### src/rtl/kcounter_filter.sv
// kcounter_filter: signed random-walk (K-counter) loop filter for a digital PLL.
// The phase detector's increment/decrement pulses move a WIDTH-bit signed counter.
// When the counter reaches +K it emits a one-cycle carry pulse. When it reaches -K
// it emits a one-cycle borrow pulse. After either pulse the counter reloads.
// The lock detector is optional. Define KCOUNTER_LOCK_DETECT_EN to build it.
// When that macro is undefined, lock_o is tied to 0.
module kcounter_filter #(
  parameter int WIDTH       = 8,
  parameter int LOCK_CYCLES = 256
) (
  input  logic                    clk_i,
  input  logic                    reset_i,
  input  logic                    en_i,
  input  logic                    increment_i,
  input  logic                    decrement_i,
  input  logic        [WIDTH-2:0] k_i,
  input  logic signed [WIDTH-1:0] initial_i,
  output logic                    carry_o,
  output logic                    borrow_o,
  output logic signed [WIDTH-1:0] value_o,
  output logic                    lock_o
);

  // All threshold arithmetic uses one extra bit, so value +/- 1 can never wrap.
  logic signed [WIDTH:0]   keff;
  logic signed [WIDTH:0]   step;
  logic signed [WIDTH:0]   nxt;
  logic signed [WIDTH:0]   init_x;
  logic signed [WIDTH-1:0] reload;
  logic                    hit_hi;
  logic                    hit_lo;

  // Effective modulus, step, threshold tests and reload selection.
  always_comb begin
    keff   = (k_i == '0) ? (WIDTH+1)'(1) : {2'b00, k_i};
    step   = '0;
    if (increment_i && !decrement_i) step = (WIDTH+1)'(1);
    if (decrement_i && !increment_i) step = -(WIDTH+1)'(1);
    nxt    = {value_o[WIDTH-1], value_o} + step;
    init_x = {initial_i[WIDTH-1], initial_i};
    // Keff >= 1, so hit_hi and hit_lo are mutually exclusive.
    hit_hi = (nxt >= keff);
    hit_lo = (nxt <= -keff);
    // An out-of-window reload would retrigger immediately, so fall back to 0.
    reload = ((init_x > -keff) && (init_x < keff)) ? initial_i : '0;
  end

  // Counter and trigger pulse registers.
  // When the enable is low, the counter holds and both pulses are cleared.
  always_ff @(posedge clk_i) begin
    if (!reset_i) begin
      value_o  <= '0;
      carry_o  <= 1'b0;
      borrow_o <= 1'b0;
    end else if (en_i) begin
      carry_o  <= hit_hi;
      borrow_o <= hit_lo;
      value_o  <= (hit_hi || hit_lo) ? reload : nxt[WIDTH-1:0];
    end else begin
      carry_o  <= 1'b0;
      borrow_o <= 1'b0;
    end
  end

`ifdef KCOUNTER_LOCK_DETECT_EN
  localparam int TW = $clog2(LOCK_CYCLES + 1);

  logic [TW-1:0] timer;
  logic [TW-1:0] timer_d;

  // Quiet-loop timer.
  // A trigger clears it. Each other enabled edge advances it, saturating at LOCK_CYCLES.
  always_comb begin
    timer_d = timer;
    if (en_i) begin
      if (hit_hi || hit_lo) timer_d = '0;
      else if (timer != TW'(LOCK_CYCLES)) timer_d = timer + TW'(1);
    end
  end

  // Timer and lock registers.
  // Lock is computed from the next timer value, so it drops in the same cycle as the pulse.
  always_ff @(posedge clk_i) begin
    if (!reset_i) begin
      timer  <= '0;
      lock_o <= 1'b0;
    end else begin
      timer  <= timer_d;
      lock_o <= (timer_d == TW'(LOCK_CYCLES));
    end
  end
`else
  assign lock_o = 1'b0;
`endif

endmodule

### config.mk
export PLATFORM = sky130hd
export DESIGN_NAME = kcounter_filter
export DESIGN_NICKNAME = d
export VERILOG_FILES = /design/src/rtl/kcounter_filter.sv
export SDC_FILE = /design/constraint.sdc
export NUM_CORES = 1
export LEC_CHECK = 0
export CAP_MARGIN = 20
export CORE_UTILIZATION = 40
export CTS_CLUSTER_DIAMETER = 120
export DETAILED_ROUTE_END_ITERATION = 7
export PLACE_DENSITY = 0.67
export SYNTH_ARGS = -nofsm -noshare
export SYNTH_HDL_FRONTEND = slang
export SYNTH_SLANG_ARGS = --single-unit
### constraint.sdc
create_clock -name clk_i -period 10.9 [get_ports clk_i]
set_input_delay 2.18 -clock clk_i [delete_from_list [all_inputs] [get_ports clk_i]]
set_output_delay 2.18 -clock clk_i [all_outputs]
set_load 0.01 [all_outputs]
==> reports/metrics.yaml, run 1 <==
clocking:
  cts_buffers: 3
  hold_buffers: 0
  insertion_delay_ns: 0.23
  post_cts_buffers: 0
  htreeDepth: 1
  root_buffer: "clkbuf_8"
  cts_tree: "done"
  post_cts_resized: 0
  clk_path_buf_depth: 2
  path_clk_slew_ns: 0.04
  cts_sinks: 10
timing:
  fin_ws_ns: 4.50
  finalCritPeriodShare: 0.588
  fin_hold_ws_ns: 0.549
  hold_viol_final: 0
  relSlewSlack: 0.551
  tightest_slew_ns: 0.673
  slew_viol_final: 0
  fin_crit_ns: 6.40
  setup-tns-final_ns: 0
  fmax_mhz: 156
  setup_viol: 0
  clock_skew_ns: 0.00415
  rsz0062_at_grt: "false"
yosys:
  yosysWarnings: 0
  avgSynthCellArea_um2: 7.69
  ys.flop_type: "dfxtp_1"
  syn_inst: 251
  async_reset_ff_frac: 0
  syn_area_um2: 1930
  synth-edff-count: 0
  synth.distinct_cells: 63
  ys_seq_elements: 10
  yosysSeqAreaShare: 0.104
worst_hold_path:
  hold_class: "reg -> reg"
  min_path_cells: 1
floorplan:
  core_area_um2: 4500
  die_area_um2: 5110
  die_y_um: 71.5
  die_w_um: 71.5
  num_rows: 24
  start_util: 0.428
  io_pins: 31
setup_path:
  cp-end-kind: "register"
  crit_required_ns: 11.07
  reg2reg_slack_ns: 7.00
  critPathArrivalTime_ns: 6.57
  rr_worst_depth: 13
  cp-start-kind: "primary input"
  crit_fanout: 21
  path_class: "in -> reg"
place:
  portBuffers: 29
  place_area_um2: 2220
  post-place-ws_ns: 4.27
  gp_congestion: 0.965
  hpwl_mm: 3.83
power_and_ir_drop:
  p_int_w: 0.000228
  p_sw_frac: 0.507
  power_frac_seq: 0.190
  power_w: 0.000462
  p_switching_w: 0.000234
  pwr-share-comb: 0.730
  clkPwrFrac: 0.081
  cellPowerDensity_nw_per_um2: 204
  leakage_nw: 0.966
  peakVddDrop_mv: 0.0603
drt:
  wl_per_cell_um: 14.0
  detail-route-antenna-nets: 0
  drc: 0
  routed_wirelength_mm: 4.58
  drt_iter0_drc: 143
  drt_first_pass_iters: 4
  dr_total_vias: 1878
  viasPerCell: 5.74
final_layout:
  diodes: 0
  layout_common_cells: "ha_1 (31), clkdlybuf4s50_1 (29), nand2_1 (23), inv_1 (21), nor2_1 (18)"
  syn2layout_area_growth_pct: 17.4
  stdcell_area_um2: 2270
  drive_gt1_frac: 0.0618
  finalNetCount: 328
  n_fill_cell: 439
  final_common_cell: "ha_1"
global_route:
  antenna_found_initial: 0
  first_global_vias: 1691
  grt-ovfl-total: 0
  grt_max_degree: 22
  grt_pass1_wl_mm: 7.58
  grt_usage: 0.185
flow_run:
  cap_violations: 0
outcome:
  status: "completed"
synthesized netlist by cell type (3+ instances only):
cell      count  area, µm²
nand3_1       8       40.0
inv_1        21       78.8
nor2_1       18       67.6
a211oi_1      3       22.5
nand2_1      23       86.3
buf_2         3       15.0
o21ai_1       3       15.0
nor3_1       13       65.1
xnor2_1       8       70.1
xor2_1        7       61.3
dfxtp_1      10        200
buf_4         3       22.5
ha_1         31        388
nand4_1       3       18.8
nand2b_1      3       18.8
o21ai_0       8       40.0
nor2b_1       8       50.1
a21oi_1      15       75.1
and3_1        3       18.8
a221o_1       7       70.1
o211ai_1      3       22.5
power groups by stage:
stage                     clock network, W  registers [W]  logic [W]
after floorplan                          0      0.0000719   0.000263
after global placement                   0      0.0000884   0.000332
after detailed placement                 0      0.0000881   0.000336
after CTS                        0.0000380      0.0000873   0.000338
after global routing             0.0000390      0.0000924   0.000377
final                            0.0000372      0.0000876   0.000337
routing by layer:
layer | track usage | vias to the layer above | routed length (µm)
met5 | 0 | - | 0
met4 | 0.0392 | 0 | 26
met3 | 0.0127 | 2 | 85
met2 | 0.335 | 29 | 2250
met1 | 0.241 | 872 | 2210
li1 | - | 975 | -
sequential cells by signal (all words and copies together), names as in the netlist:
register,count
value_o,8
borrow_o,1
carry_o,1
layout make-up:
class / count / area, µm² / area share
multi-input combinational: 212 / 1590 / 0.702
timing repair buffer: 29 / 290 / 0.128
sequential: 10 / 200 / 0.0883
inverter: 21 / 78.8 / 0.0348
tap: 52 / 65.1 / 0.0287
clock buffer: 3 / 41.3 / 0.0182
per-stage QoR:
step | cells | utilization
after floorplan | 253 | -
after global placement | 324 | 0.494
after detailed placement | 324 | 0.494
after CTS | 327 | 0.503
after global routing | 327 | 0.503
final | 327 | 0.503
cell families after synthesis:
| kind of cell | Yosys count | synth area share |
|---|---|---|
| and+or+nand+nor | 91 | 0.244 |
| DFF | 10 | 0.104 |
| adders and majority gates | 32 | 0.206 |
| xor gates and xnor gates | 15 | 0.0681 |
| AOI/OAI and AO/OA | 71 | 0.300 |
| buffers and inverters | 31 | 0.0759 |
| other | 1 | 0.00194 |
path summary, 6_finish.rpt:
path,startpoint,endpoint
worst max-delay path,increment_i,value_o[5]
worst min-delay path,value_o[0],value_o[0]
worst max register to register,value_o[1],value_o[5]
worst min register to register,value_o[0],value_o[0]
critical path, cell delays in order:
cell and delay, ns:
clkdlybuf4s50_1 0.40, inv_1 0.08, ha_1 0.59, xor2_1 0.21
ha_1 0.21, a21boi_0 0.18, o22a_1 0.21, nand2_1 0.11
o311ai_0 0.43, xor2_1 0.20, ha_1 0.33, nand2_1 0.12
nor3_1 0.45, a31oi_4 0.17, a311oi_4 0.48, a221o_1 0.22
No activity file was read; power rests on OpenSTA's default activity.
==> run 2: changes to the inputs <==
--- a/config.mk
+++ b/config.mk
@@ -9,7 +9,7 @@
 export CORE_UTILIZATION = 40
 export CTS_CLUSTER_DIAMETER = 120
 export DETAILED_ROUTE_END_ITERATION = 7
-export PLACE_DENSITY = 0.67
+export PLACE_DENSITY = 0.69
 export SYNTH_ARGS = -nofsm -noshare
 export SYNTH_HDL_FRONTEND = slang
 export SYNTH_SLANG_ARGS = --single-unit
==> constraint.sdc (replaced) <==
create_clock -name clk_i -period 5.7 [get_ports clk_i]
set_input_delay 1.14 -clock clk_i [delete_from_list [all_inputs] [get_ports clk_i]]
set_output_delay 1.14 -clock clk_i [all_outputs]
set_load 0.01 [all_outputs]
==> reports/metrics.yaml, run 2 (same netlist as run 1, synthesis figures left out) <==
outcome:
  status: "completed"  # unchanged
power_and_ir_drop:
  cellPowerDensity_nw_per_um2: 393  # was 204 nW/µm²
  peakVddDrop_mv: 0.122  # was 0.0603 mV
  p_switching_w: 0.000448  # was 0.000234 W
  p_sw_frac: 0.498  # was 0.507
  power_frac_seq: 0.185  # was 0.190
  clkPwrFrac: 0.098  # was 0.081
  leakage_nw: 0.978  # was 0.966 nW
  pwr-share-comb: 0.716  # was 0.730
  p_int_w: 0.000451  # was 0.000228 W
clocking:
  htreeDepth: 1  # unchanged
  insertion_delay_ns: 0.23  # about the same
  hold_buffers: 0  # unchanged
  post_cts_resized: 0  # unchanged
  cts_buffers: 3  # unchanged
  cts_tree: "done"  # unchanged
  path_clk_slew_ns: 0.05  # was 0.04 ns
  post_cts_buffers: 0  # unchanged
  clk_path_buf_depth: 2  # unchanged
  cts_sinks: 10  # unchanged
  root_buffer: "clkbuf_8"  # unchanged
floorplan:
  die_area_um2: 5110  # unchanged
  die_y_um: 71.5  # unchanged
  die_w_um: 71.5  # unchanged
  start_util: 0.428  # unchanged
  num_rows: 24  # unchanged
  core_area_um2: 4500  # unchanged
  io_pins: 31  # unchanged
timing:
  slew_viol_final: 0  # unchanged
  hold_viol_final: 0  # unchanged
  tightest_slew_ns: 0.574  # was 0.673 ns
  setup-tns-final_ns: 0  # unchanged
  fmax_mhz: 194
  fin_hold_ws_ns: 0.546  # was 0.549 ns
  finalCritPeriodShare: 0.906
  relSlewSlack: 0.611  # was 0.551
  setup_viol: 0  # unchanged
  fin_ws_ns: 0.535  # was 4.50 ns
  clock_skew_ns: 0.00141  # was 0.00415 ns
  fin_crit_ns: 5.17
  rsz0062_at_grt: "false"  # unchanged
drt:
  wl_per_cell_um: 13.9  # was 14.0 µm
  detail-route-antenna-nets: 0  # unchanged
  drt-met1-wl_mm: 2.14  # was 2.21 mm
  viasPerCell: 5.78  # was 5.74
  dr_total_vias: 1901  # was 1878
  highest_layer: "met4"  # unchanged
  drt_first_pass_iters: 5  # was 4
  routed_wirelength_mm: 4.57  # was 4.58 mm
  drc: 0  # unchanged
  drt_iter0_drc: 91  # was 143
  wl_met3_um: 112  # was 85 µm
  met2WireLength_mm: 2.22  # was 2.25 mm
global_route:
  grt_max_degree: 21  # was 22
  first_global_vias: 1767  # was 1691
  grt-ovfl-total: 0  # unchanged
  grt_pass1_wl_mm: 7.77  # was 7.58 mm
  antenna_found_initial: 0  # unchanged
  grt_usage: 0.189  # was 0.185
final_layout:
  final_common_cell: "ha_1"  # unchanged
  diodes: 0  # unchanged
  multi_input_area_um2: 1590  # unchanged
  fin_util: 0.508  # was 0.503
  n_fill_cell: 468  # was 439
  largest_reg_flops: 8  # unchanged
  seq_area_um2: 200  # unchanged
  syn2layout_area_growth_pct: 18.5  # was 17.4%
  top_register: "value_o"  # unchanged
  drive_gt1_frac: 0.0686  # was 0.0618
  layout_common_cells: "ha_1 (31), clkdlybuf4s50_1 (29), nand2_1 (23), inv_1 (21), nor2_1 (18)"  # unchanged
  finalNetCount: 329  # was 328
  largest_registers: "value_o x8, borrow_o x1, carry_o x1"  # unchanged
place:
  portBuffers: 29  # unchanged
  hpwl_mm: 3.82  # was 3.83 mm
  post-place-ws_ns: 0.287  # was 4.27 ns
  gp_congestion: 0.961  # was 0.965
setup_path:
  path_delay_family: "compound AO/OA/AOI/OAI gates"  # unchanged
  cp-start-kind: "primary input"  # unchanged
  cp.buffers_inverters: 3  # was 2
  slowest_stage: "nor3_1"  # was ha_1
  timing.rr.start: "value_o[1]"  # unchanged
  cp_cell_sequence: "clkdlybuf4s50_1 -> inv_1 -> ha_1 -> inv_1 -> ha_1 -> ha_1 -> a21boi_0 -> o22a_1 -> nand2_1 -> o311ai_0 -> xor2_1 -> ha_1 -> nand2_1 -> nor3_1 -> a31oi_4 -> a311oi_4 -> a221o_1"  # was clkdlybuf4s50_1 -> inv_1 -> ha_1 -> xor2_1 -> ha_1 -> a21boi_0 -> o22a_1 -> nand2_1 -> o311ai_0 -> xor2_1 -> ha_1 -> nand2_1 -> nor3_1 -> a31oi_4 -> a311oi_4 -> a221o_1
  crit_required_ns: 5.88  # was 11.07 ns
  crit_start: "increment_i"  # unchanged
  path_common_cell: "ha_1"  # unchanged
  reg2reg_slack_ns: 1.84  # was 7.00 ns
  crit_fanout: 7  # was 21
  cp-end-kind: "register"  # unchanged
  crit_path_max_incr_delay_ns: 0.47  # was 0.59 ns
  path_class: "in -> reg"  # unchanged
  critPathArrivalTime_ns: 5.34  # was 6.57 ns
worst_hold_path:
  hold_class: "reg -> reg"  # unchanged
  min_from: "value_o[0]"  # unchanged
flow_run:
  cap_violations: 0  # unchanged
-- run 2: final timing paths --
check / to / depth (start not counted)
worst max-delay path: value_o[5] / 17
worst min-delay path: value_o[0] / 1
worst max register to register: value_o[5] / 13
worst min register to register: value_o[0] / 1
-- run 2: per-stage QoR --
step                std cells  total power, W  area (µm²)
finish                    329        0.000899        2290
global route              329        0.000986        2290
CTS                       329        0.000900        2290
detailed placement        325        0.000808        2230
global placement          325        0.000800        2230
floorplan                 253        0.000641        1940
-- run 2: power groups by stage --
| stage | logic (W) | registers [W] | clock network [W] |
|---|---|---|---|
| floorplan | 0.000504 | 0.000137 | 0 |
| global placement | 0.000632 | 0.000168 | 0 |
| detailed placement | 0.000640 | 0.000167 | 0 |
| CTS | 0.000645 | 0.000166 | 0.0000897 |
| global route | 0.000716 | 0.000175 | 0.0000945 |
| finish | 0.000644 | 0.000166 | 0.0000885 |
-- run 2: per-layer routing --
metal / GRT usage / up-vias
met5: 0 / -
met4: 0.0632 / 0
met3: 0.0127 / 9
met2: 0.333 / 38
met1: 0.244 / 877
li1: - / 977
-- run 2: area by class of cell --
type / count / share of cell area
flip-flops and latches: 10 / 0.0875
multi-input cells: 212 / 0.695
clock buffers: 4 / 0.0241
repair buffers: 30 / 0.130
well taps: 52 / 0.0284
inverters: 21 / 0.0345
==> run 3: changes to the inputs <==
--- a/config.mk
+++ b/config.mk
@@ -6,6 +6,7 @@
 export NUM_CORES = 1
 export LEC_CHECK = 0
 export CAP_MARGIN = 20
+export CORE_ASPECT_RATIO = 0.9
 export CORE_UTILIZATION = 40
 export CTS_CLUSTER_DIAMETER = 120
 export DETAILED_ROUTE_END_ITERATION = 7
==> reports/metrics.yaml, run 3 (same netlist as run 1, synthesis figures left out) <==
outcome:
  status: "completed"  # unchanged
setup_path:
  crit_fanout: 8  # was 7
  cp-start-kind: "primary input"  # unchanged
  path_common_cell: "ha_1"  # unchanged
  crit_required_ns: 5.83  # was 5.88 ns
  rr_endpoint: "value_o[5]"  # unchanged
  reg2reg_slack_ns: 1.73  # was 1.84 ns
  crit_path_max_incr_delay_ns: 0.46  # was 0.47 ns
  rr_worst_depth: 14  # was 13
  cp-end-kind: "register"  # unchanged
  cp_cell_sequence: "clkdlybuf4s50_1 -> inv_1 -> ha_1 -> inv_1 -> ha_1 -> ha_1 -> a21boi_0 -> o22a_1 -> nand2_1 -> o311ai_0 -> xor2_1 -> ha_1 -> nand2_1 -> nor2_1 -> a21oi_1 -> o31a_1 -> nor3_1 -> a221o_1"  # was clkdlybuf4s50_1 -> inv_1 -> ha_1 -> inv_1 -> ha_1 -> ha_1 -> a21boi_0 -> o22a_1 -> nand2_1 -> o311ai_0 -> xor2_1 -> ha_1 -> nand2_1 -> nor3_1 -> a31oi_4 -> a311oi_4 -> a221o_1
  critPathArrivalTime_ns: 5.39  # was 5.34 ns
  path_class: "in -> reg"  # unchanged
  slowest_stage: "clkdlybuf4s50_1"  # was nor3_1
  timing.rr.start: "value_o[1]"  # unchanged
floorplan:
  io_pins: 31  # unchanged
  die_y_um: 67.9  # was 71.5 µm
  die_area_um2: 5110  # about the same
  start_util: 0.424  # was 0.428
  die_w_um: 75.2  # was 71.5 µm
  num_rows: 23  # was 24
  core_area_um2: 4550  # was 4500 µm²
timing:
  slew_viol_final: 0  # unchanged
  relSlewSlack: 0.556  # was 0.611
  finalCritPeriodShare: 0.924  # was 0.906
  fin_crit_ns: 5.27  # was 5.17 ns
  clock_skew_ns: 0.00105  # was 0.00141 ns
  hold_viol_final: 0  # unchanged
  fin_ws_ns: 0.433  # was 0.535 ns
  fmax_mhz: 190  # was 194 MHz
  tightest_slew_ns: 0.665  # was 0.574 ns
  setup-tns-final_ns: 0  # unchanged
  setup_viol: 0  # unchanged
  rsz0062_at_grt: "false"  # unchanged
worst_hold_path:
  min_path_cells: 1  # unchanged
  hold_class: "reg -> reg"  # unchanged
  min_from: "value_o[0]"  # unchanged
  whs_endpoint: "value_o[0]"  # unchanged
clocking:
  cts_sinks: 10  # unchanged
  root_buffer: "clkbuf_8"  # unchanged
  insertion_delay_ns: 0.24  # was 0.23 ns
  htreeDepth: 1  # unchanged
  cts_tree: "done"  # unchanged
  cts_buffers: 3  # unchanged
  clk_path_buf_depth: 2  # unchanged
  post_cts_buffers: 0  # unchanged
  path_clk_slew_ns: 0.05  # about the same
final_layout:
  diodes: 0  # unchanged
  syn2layout_area_growth_pct: 19.8  # was 18.5%
  largest_reg_flops: 8  # unchanged
  final_common_cell: "ha_1"  # unchanged
  top_register: "value_o"  # unchanged
  largest_registers: "value_o x8, borrow_o x1, carry_o x1"  # unchanged
  layout_common_cells: "ha_1 (31), clkdlybuf4s50_1 (29), nand2_1 (23), inv_1 (21), nor2_1 (18)"  # unchanged
  drive_gt1_frac: 0.0755  # was 0.0686
  finalNetCount: 330  # was 329
place:
  hpwl_mm: 3.88  # was 3.82 mm
  portBuffers: 29  # unchanged
  gp_congestion: 1.04  # was 0.961
  post-place-ws_ns: 0.142  # was 0.287 ns
power_and_ir_drop:
  cellPowerDensity_nw_per_um2: 402  # was 393 nW/µm²
  leakage_nw: 0.983  # was 0.978 nW
  peakVddDrop_mv: 0.241  # was 0.122 mV
  power_w: 0.000930  # was 0.000899 W
global_route:
  first_global_vias: 1647  # was 1767
  grt-ovfl-total: 0  # unchanged
  antenna_found_initial: 0  # unchanged
  grt_max_degree: 21  # unchanged
  grt_pass1_wl_mm: 7.94  # was 7.77 mm
  grt_usage: 0.205  # was 0.189
drt:
  drc: 0  # unchanged
  dr_total_vias: 1892  # was 1901
  drt_first_pass_iters: 4  # was 5
  viasPerCell: 5.56  # was 5.78
  routed_wirelength_mm: 4.82  # was 4.57 mm
  wl_per_cell_um: 14.2  # was 13.9 µm
  drt_iter0_drc: 102  # was 91
  detail-route-antenna-nets: 0  # unchanged
flow_run:
  cap_violations: 0  # unchanged
==> run 3: cell count changes in the layout (fill, tap and decap cells not counted) <==
cell and delta:
buf_4 +1, nor3_1 -1, nor3_2 +1
==> run 3: worst max path at each step <==
stage / from / endpoint / slack [ns] / cells past startpoint
floorplan: increment_i / value_o[0] / 1.12 / 17
global route: increment_i / value_o[5] / 0.11 / 18
CTS: increment_i / value_o[5] / 0.37 / 17
finish: increment_i / value_o[5] / 0.43 / 18
detailed placement: increment_i / value_o[5] / 0.14 / 17
global placement: increment_i / value_o[1] / 0.37 / 18
==> run 3: per-stage QoR <==
| step | area, µm² | util | cells | hold WS [ns] |
|---|---|---|---|---|
| 2_1_floorplan | 1940 | - | 253 | 0.551 |
| 3_3_place_gp | 2250 | 0.495 | 336 | 0.515 |
| 3_5_place_dp | 2250 | 0.495 | 336 | 0.512 |
| 4_1_cts | 2310 | 0.507 | 340 | 0.524 |
| 5_1_grt | 2310 | 0.509 | 340 | 0.558 |
| 6_report | 2310 | 0.509 | 340 | 0.517 |
==> run 3: timing repair <==
action,4_1_cts,5_1_grt
endpoints found under the setup margin,0,3
resized for setup,0,1
endpoints found under the hold margin,0,0
hold buffers,0,0
==> run 3: layer usage <==
metal,track usage,routed length (µm)
met1,0.307,2590
met2,0.306,2000
met3,0.0383,210
met4,0.0324,13
met5,0,0
==> run 3: critical path: cells and delay by family <==
kind | cells | cell delay, ns
compound gates | 6 | 1.80
fa+ha+maj | 4 | 1.07
buf+inv | 3 | 0.56
simple gates | 4 | 0.45
xor+xnor | 1 | 0.35
==> run 3: report_power, final <==
part | switching [W] | leakage, nW | internal (W)
combinational | 0.000372 | 0.872 | 0.000300
clock | 0.0000308 | 0.0288 | 0.0000610
sequential | 0.0000681 | 0.0820 | 0.0000984
total | 0.000471 | 0.983 | 0.000459
==> run 3: final cells by class <==
type,instances,area (µm²)
clock buffers,4,55.1
fillers,473,2230
inverters,21,78.8
multi-input cells,212,1600
flip-flops and latches,10,200
well taps,62,77.6
repair buffers,31,305
==> RTL change 1, RTL diff (config.mk and constraints of run 2) <==
The parameter `WIDTH` goes from 8 to 9.
--- a/src/rtl/kcounter_filter.sv
+++ b/src/rtl/kcounter_filter.sv
@@ -5,7 +5,7 @@
 // The lock detector is optional. Define KCOUNTER_LOCK_DETECT_EN to build it.
 // When that macro is undefined, lock_o is tied to 0.
 module kcounter_filter #(
-  parameter int WIDTH       = 8,
+  parameter int WIDTH       = 9,
   parameter int LOCK_CYCLES = 256
 ) (
   input  logic                    clk_i,
Ports: changed (resized initial_i, k_i and value_o); port bits go from 31 to 34. The function was not compared with the original's and may differ.
==> RTL change 1 against run 2 <==
Sequential cell count rose by 1. First-iteration DRC count is 8.8% higher. Critical path depth increased by 6. Synthesized cell count increased by 12%. Routed wire length up 24%. Hold slack worse by 0.025 ns. Power down 11%. Synthesized area rose by 13%. Worst setup slack got worse by 0.31 ns. Sequential share of layout area fell by 0.58 points. Non-clock buffer count is 15 higher. Final area is 18% higher. Critical endpoint is now value_o[7].
==> RTL change 1: results (changes against run 2) <==
** Synth
- Share of the synthesized area in compound gates (AO/OA/AOI/OAI) :: 0.320 (+0.0201)
- The per-instance average area after synthesis is 7.77 um^2 (+1.1%).
- The fraction of synthesized cell area in xor and xnor cells was 0.0638 (-0.00426).
- The register area share after synthesis was 0.101 (-0.00255).
- Dominant cells by area after synthesis :: ha_1 20%, dfxtp_1 10%, inv_1 6.0%

** STA
- Worst clock skew :: 0.00545 ns (+0.00404 ns)

** Detailed routing
- Via count :: 2,224 (+17%)
- The met2 routed wirelength is 2.77 mm (+24%).
- Total detailed-routing wirelength :: 5.64 mm (+24%)
- Met3 routed wirelength :: 147 um (+31%)

** Cells and area
- Share of layout cells above drive strength 1 :: 0.126 (+0.0572)
- The non-clock buffer instance count of the final layout was 45 (+50%).
- Area grow syn2layout :: 23.8%
- Number of fillers in the final layout :: 494 (+5.6%)
- Fin area :: 2690 um^2 (+18%)
- Proportion of cell area occupied by registers :: 0.0817 (-0.00578)
- Non-clock buffers, area share :: 0.155 (+0.0249)

** Worst setup path
- Arrival time reported for the critical path endpoint :: 5.63 ns (+0.29 ns)

** GRT
- The met1 track utilization from global routing came to 0.254 (+0.00972).
- Met2 usage in global routing :: 0.376 (+0.0423)
- The overall fraction of global-route tracks in use came to 0.208 (+0.0192).
- The via count of the first global-routing pass is 2,007 (+14%).
- The first-pass GRT wire length came to 9.07 mm (+17%).
- Met3 routing resource usage after global routing :: 0.0172 (+0.00454)

** Placed design
- Standard cell area after detailed placement :: 2600 um^2 (+17%)
- Final weighted congestion in routability-driven placement :: 0.882 (-8.3%)

** Power
- The worst supply voltage drop on vdd was 0.000105 V (-14%).

** Status
- Status :: finished clean
## RTL change 1: cell count changes after synthesis, sizes merged, moves of 4 or more
cell and delta:
inv +14, nor3 -10, nand2 -9, a221o -7, nor2 -7, o221ai +7
a21o +6, o21a +6, nand3 +5, a21oi -4, clkbuf +4
## RTL change 1: timing repair
| action | 4_1_cts | 5_1_grt |
|---|---|---|
| resized for setup | 0 | 7 |
| buffers inserted | 0 | 3 |
| endpoints found under the setup margin | 0 | 9 |
## RTL change 1: final timing paths
path | start | slack [ns] | depth (start not counted) | end
min | value_o[0] | 0.52 | 2 | value_o[0]
max | increment_i | 0.22 | 23 | value_o[7]
min reg2reg | value_o[0] | 0.52 | 2 | value_o[0]
max reg2reg | value_o[1] | 1.40 | 19 | value_o[7]
==> RTL change 2, RTL diff (config.mk and constraints of run 2) <==
Without the edit above. Add an input register stage for `increment_i`, `decrement_i`, `k_i` and `initial_i`, with the module's reset; this delays them by one clock. The other inputs are not delayed to match.
--- a/src/rtl/kcounter_filter.sv
+++ b/src/rtl/kcounter_filter.sv
@@ -21,6 +21,25 @@
   output logic                    lock_o
 );
 
+  logic increment_q;
+  logic decrement_q;
+  logic        [WIDTH-2:0] k_q;
+  logic signed [WIDTH-1:0] initial_q;
+
+  always_ff @(posedge clk_i) begin
+    if (!reset_i) begin
+      increment_q <= '0;
+      decrement_q <= '0;
+      k_q         <= '0;
+      initial_q   <= '0;
+    end else begin
+      increment_q <= increment_i;
+      decrement_q <= decrement_i;
+      k_q         <= k_i;
+      initial_q   <= initial_i;
+    end
+  end
+
   // All threshold arithmetic uses one extra bit, so value +/- 1 can never wrap.
   logic signed [WIDTH:0]   keff;
   logic signed [WIDTH:0]   step;
@@ -32,17 +51,17 @@
 
   // Effective modulus, step, threshold tests and reload selection.
   always_comb begin
-    keff   = (k_i == '0) ? (WIDTH+1)'(1) : {2'b00, k_i};
+    keff   = (k_q == '0) ? (WIDTH+1)'(1) : {2'b00, k_q};
     step   = '0;
-    if (increment_i && !decrement_i) step = (WIDTH+1)'(1);
-    if (decrement_i && !increment_i) step = -(WIDTH+1)'(1);
+    if (increment_q && !decrement_q) step = (WIDTH+1)'(1);
+    if (decrement_q && !increment_q) step = -(WIDTH+1)'(1);
     nxt    = {value_o[WIDTH-1], value_o} + step;
-    init_x = {initial_i[WIDTH-1], initial_i};
+    init_x = {initial_q[WIDTH-1], initial_q};
     // Keff >= 1, so hit_hi and hit_lo are mutually exclusive.
     hit_hi = (nxt >= keff);
     hit_lo = (nxt <= -keff);
     // An out-of-window reload would retrigger immediately, so fall back to 0.
-    reload = ((init_x > -keff) && (init_x < keff)) ? initial_i : '0;
+    reload = ((init_x > -keff) && (init_x < keff)) ? initial_q : '0;
   end
 
   // Counter and trigger pulse registers.
Behaviour: not the same (Yosys sat finds a counterexample within 4 cycles, from zero or initial values and one cycle with reset_i low).
==> RTL change 2 against run 2 <==
Power up 13%. Routed wire length up 28%. Via count up 20%. Final area up 25%. Sequential power up 65%. Worst setup slack better by 0.42 ns. Sequential cell count up 17. Combinational power down 2%. Synthesized area up 29%. Core utilization down 2.6 points. Synthesized cell count up 23%. Hold slack better by 0.040 ns. Die area up 29%.
==> RTL change 2: results (changes against run 2) <==
** Worst setup path
- Arrival time reported for the critical path endpoint :: 4.93 ns (-0.41 ns)
- Reg2Reg Launch Point :: increment_q
- The worst-path maximum fanout came to 24 (+17).
- Setup slack of the worst register-to-register path :: 0.95 ns (-0.89 ns)
- Depth of the worst register-to-register path :: 15 (+2)
- The setup path with the least slack is of type register to register.

** Cells and area
- The number of standard cells in the layout, taps in and fillers out is 403 (+22%).
- Largest registers :: initial_q x8, value_o x8, k_q x7
- The net count reported at finish is 380 (+16%).
- The filler cell count was 618 (+32%).
- Share of layout cells above drive strength 1 :: 0.0549 (-0.0137)

** Detailed routing
- The total iterations of the first detailed-routing run was 4 (-1).
- WL per Instance :: 14.5 um (+4.2%)
- Iteration-0 DRC count of the detailed router :: 131 (+44%)
- Via count normalized by instance count :: 5.66 (-2.1%)

** Synth
- Number of library cell types mapped by synthesis :: 72 (+14%)
- The register area share after synthesis is 0.217 (+0.113).
- The fraction of synthesized area in multiplexers came to 0.00802 (+0.00802).
- Counting instances in the post-synthesis netlist gives the leading cell types as 31 x ha_1, 27 x dfxtp_1, 23 x inv_1, 22 x nor2_1, 18 x and2_1.
- Dominant cells by area after synthesis :: dfxtp_1 22%, ha_1 16%, and2_1 4.5%
- Share of the synthesized area in compound gates (AO/OA/AOI/OAI) :: 0.278 (-0.0219)
- The fraction of synthesized cell area in xor and xnor cells is 0.0456 (-0.0225).
- The per-instance average area after synthesis was 8.10 um^2 (+5.4%).
- The adder and majority gate portion of the synthesized area was 0.159 (-0.0468).

** Clock network
- Worst-skew pair later-pin latency :: 0.28 ns (+0.05 ns)
- Worst-path clk slew :: 0.10 ns (+0.05 ns)
- CTS Root Cell :: clkbuf_8

** Power
- Peak supply drop :: 0.000230 V (+88%)
- The leakage power came to 0.00119 uW (+21%).
- Power consumed by sequential cells :: 274 uW (+65%)
- Total power of the final layout :: 1020 uW (+13%)
- Sw frac :: 0.456 (-0.0421)
- Combinational share of power :: 0.621 (-0.095)

** GRT
- Number of global-route vias before repair :: 2,147 (+22%)
- The overall fraction of global-route tracks in use came to 0.196 (+0.00730).
- The largest net degree at the start of global routing was 25 (+19%).
- The number of antenna violations at the first check in global routing came to 0 (unchanged).
- The first-pass GRT wire length came to 10.0 mm (+29%).

** Placed design
- The HPWL reported at the end of detailed placement is 4.54 mm (+19%).
- The post-placement cell area is 2820 um^2 (+26%).
- Placement-stage worst setup slack :: 1.04 ns (+0.755 ns)
- Final weighted congestion in routability-driven placement :: 0.908 (-5.5%)

** Worst hold path
- Hold path endpoint :: value_o[4]
- Number of cells traversed by the worst hold path :: 2 (+1)
- Launch point of the worst hold path :: initial_q[4]

** STA
- Minimum hold slack :: 0.586 ns (+0.0401 ns)
- The worst slew margin relative to its limit is 0.421 (-0.191).
- Worst clock skew :: 0.00484 ns (+0.00343 ns)
- Final worst path period share :: 0.833 (-0.0734)

** Status
- The flow ran to the end, and the final reports show no timing, DRC or antenna violations.
## RTL change 2: final cells by class
type,instances,area (um^2),share of cell area
inverters,24,90.1,0.0314
clock buffers,4,45.0,0.0157
multi-input cells,244,1810,0.630
flip-flops and latches,27,541,0.189
well taps,75,93.8,0.0327
repair buffers,29,290,0.101
## RTL change 2: critical path, stage by stage (launching register included)
cell       delay, ns
dfxtp_1         0.31
inv_1           0.07
ha_1            0.70
xor2_1          0.17
ha_1            0.29
o31a_1          0.24
o21ai_1         0.26
o22ai_1         0.18
xnor2_1         0.35
ha_1            0.31
a21oi_1         0.12
o21ai_0         0.12
o21bai_1        0.70
o21ai_0         0.24
a31o_1          0.28
a2111oi_2       0.32
## RTL change 2: layer usage
layer,routed length [um],vias to the layer above,track usage,part of all wire
li1,-,1172,-,-
met5,0,-,0,0
met3,176,11,0.0202,0.030
met4,105,0,0.0696,0.018
met1,2910,1042,0.273,0.50
met2,2640,54,0.312,0.45
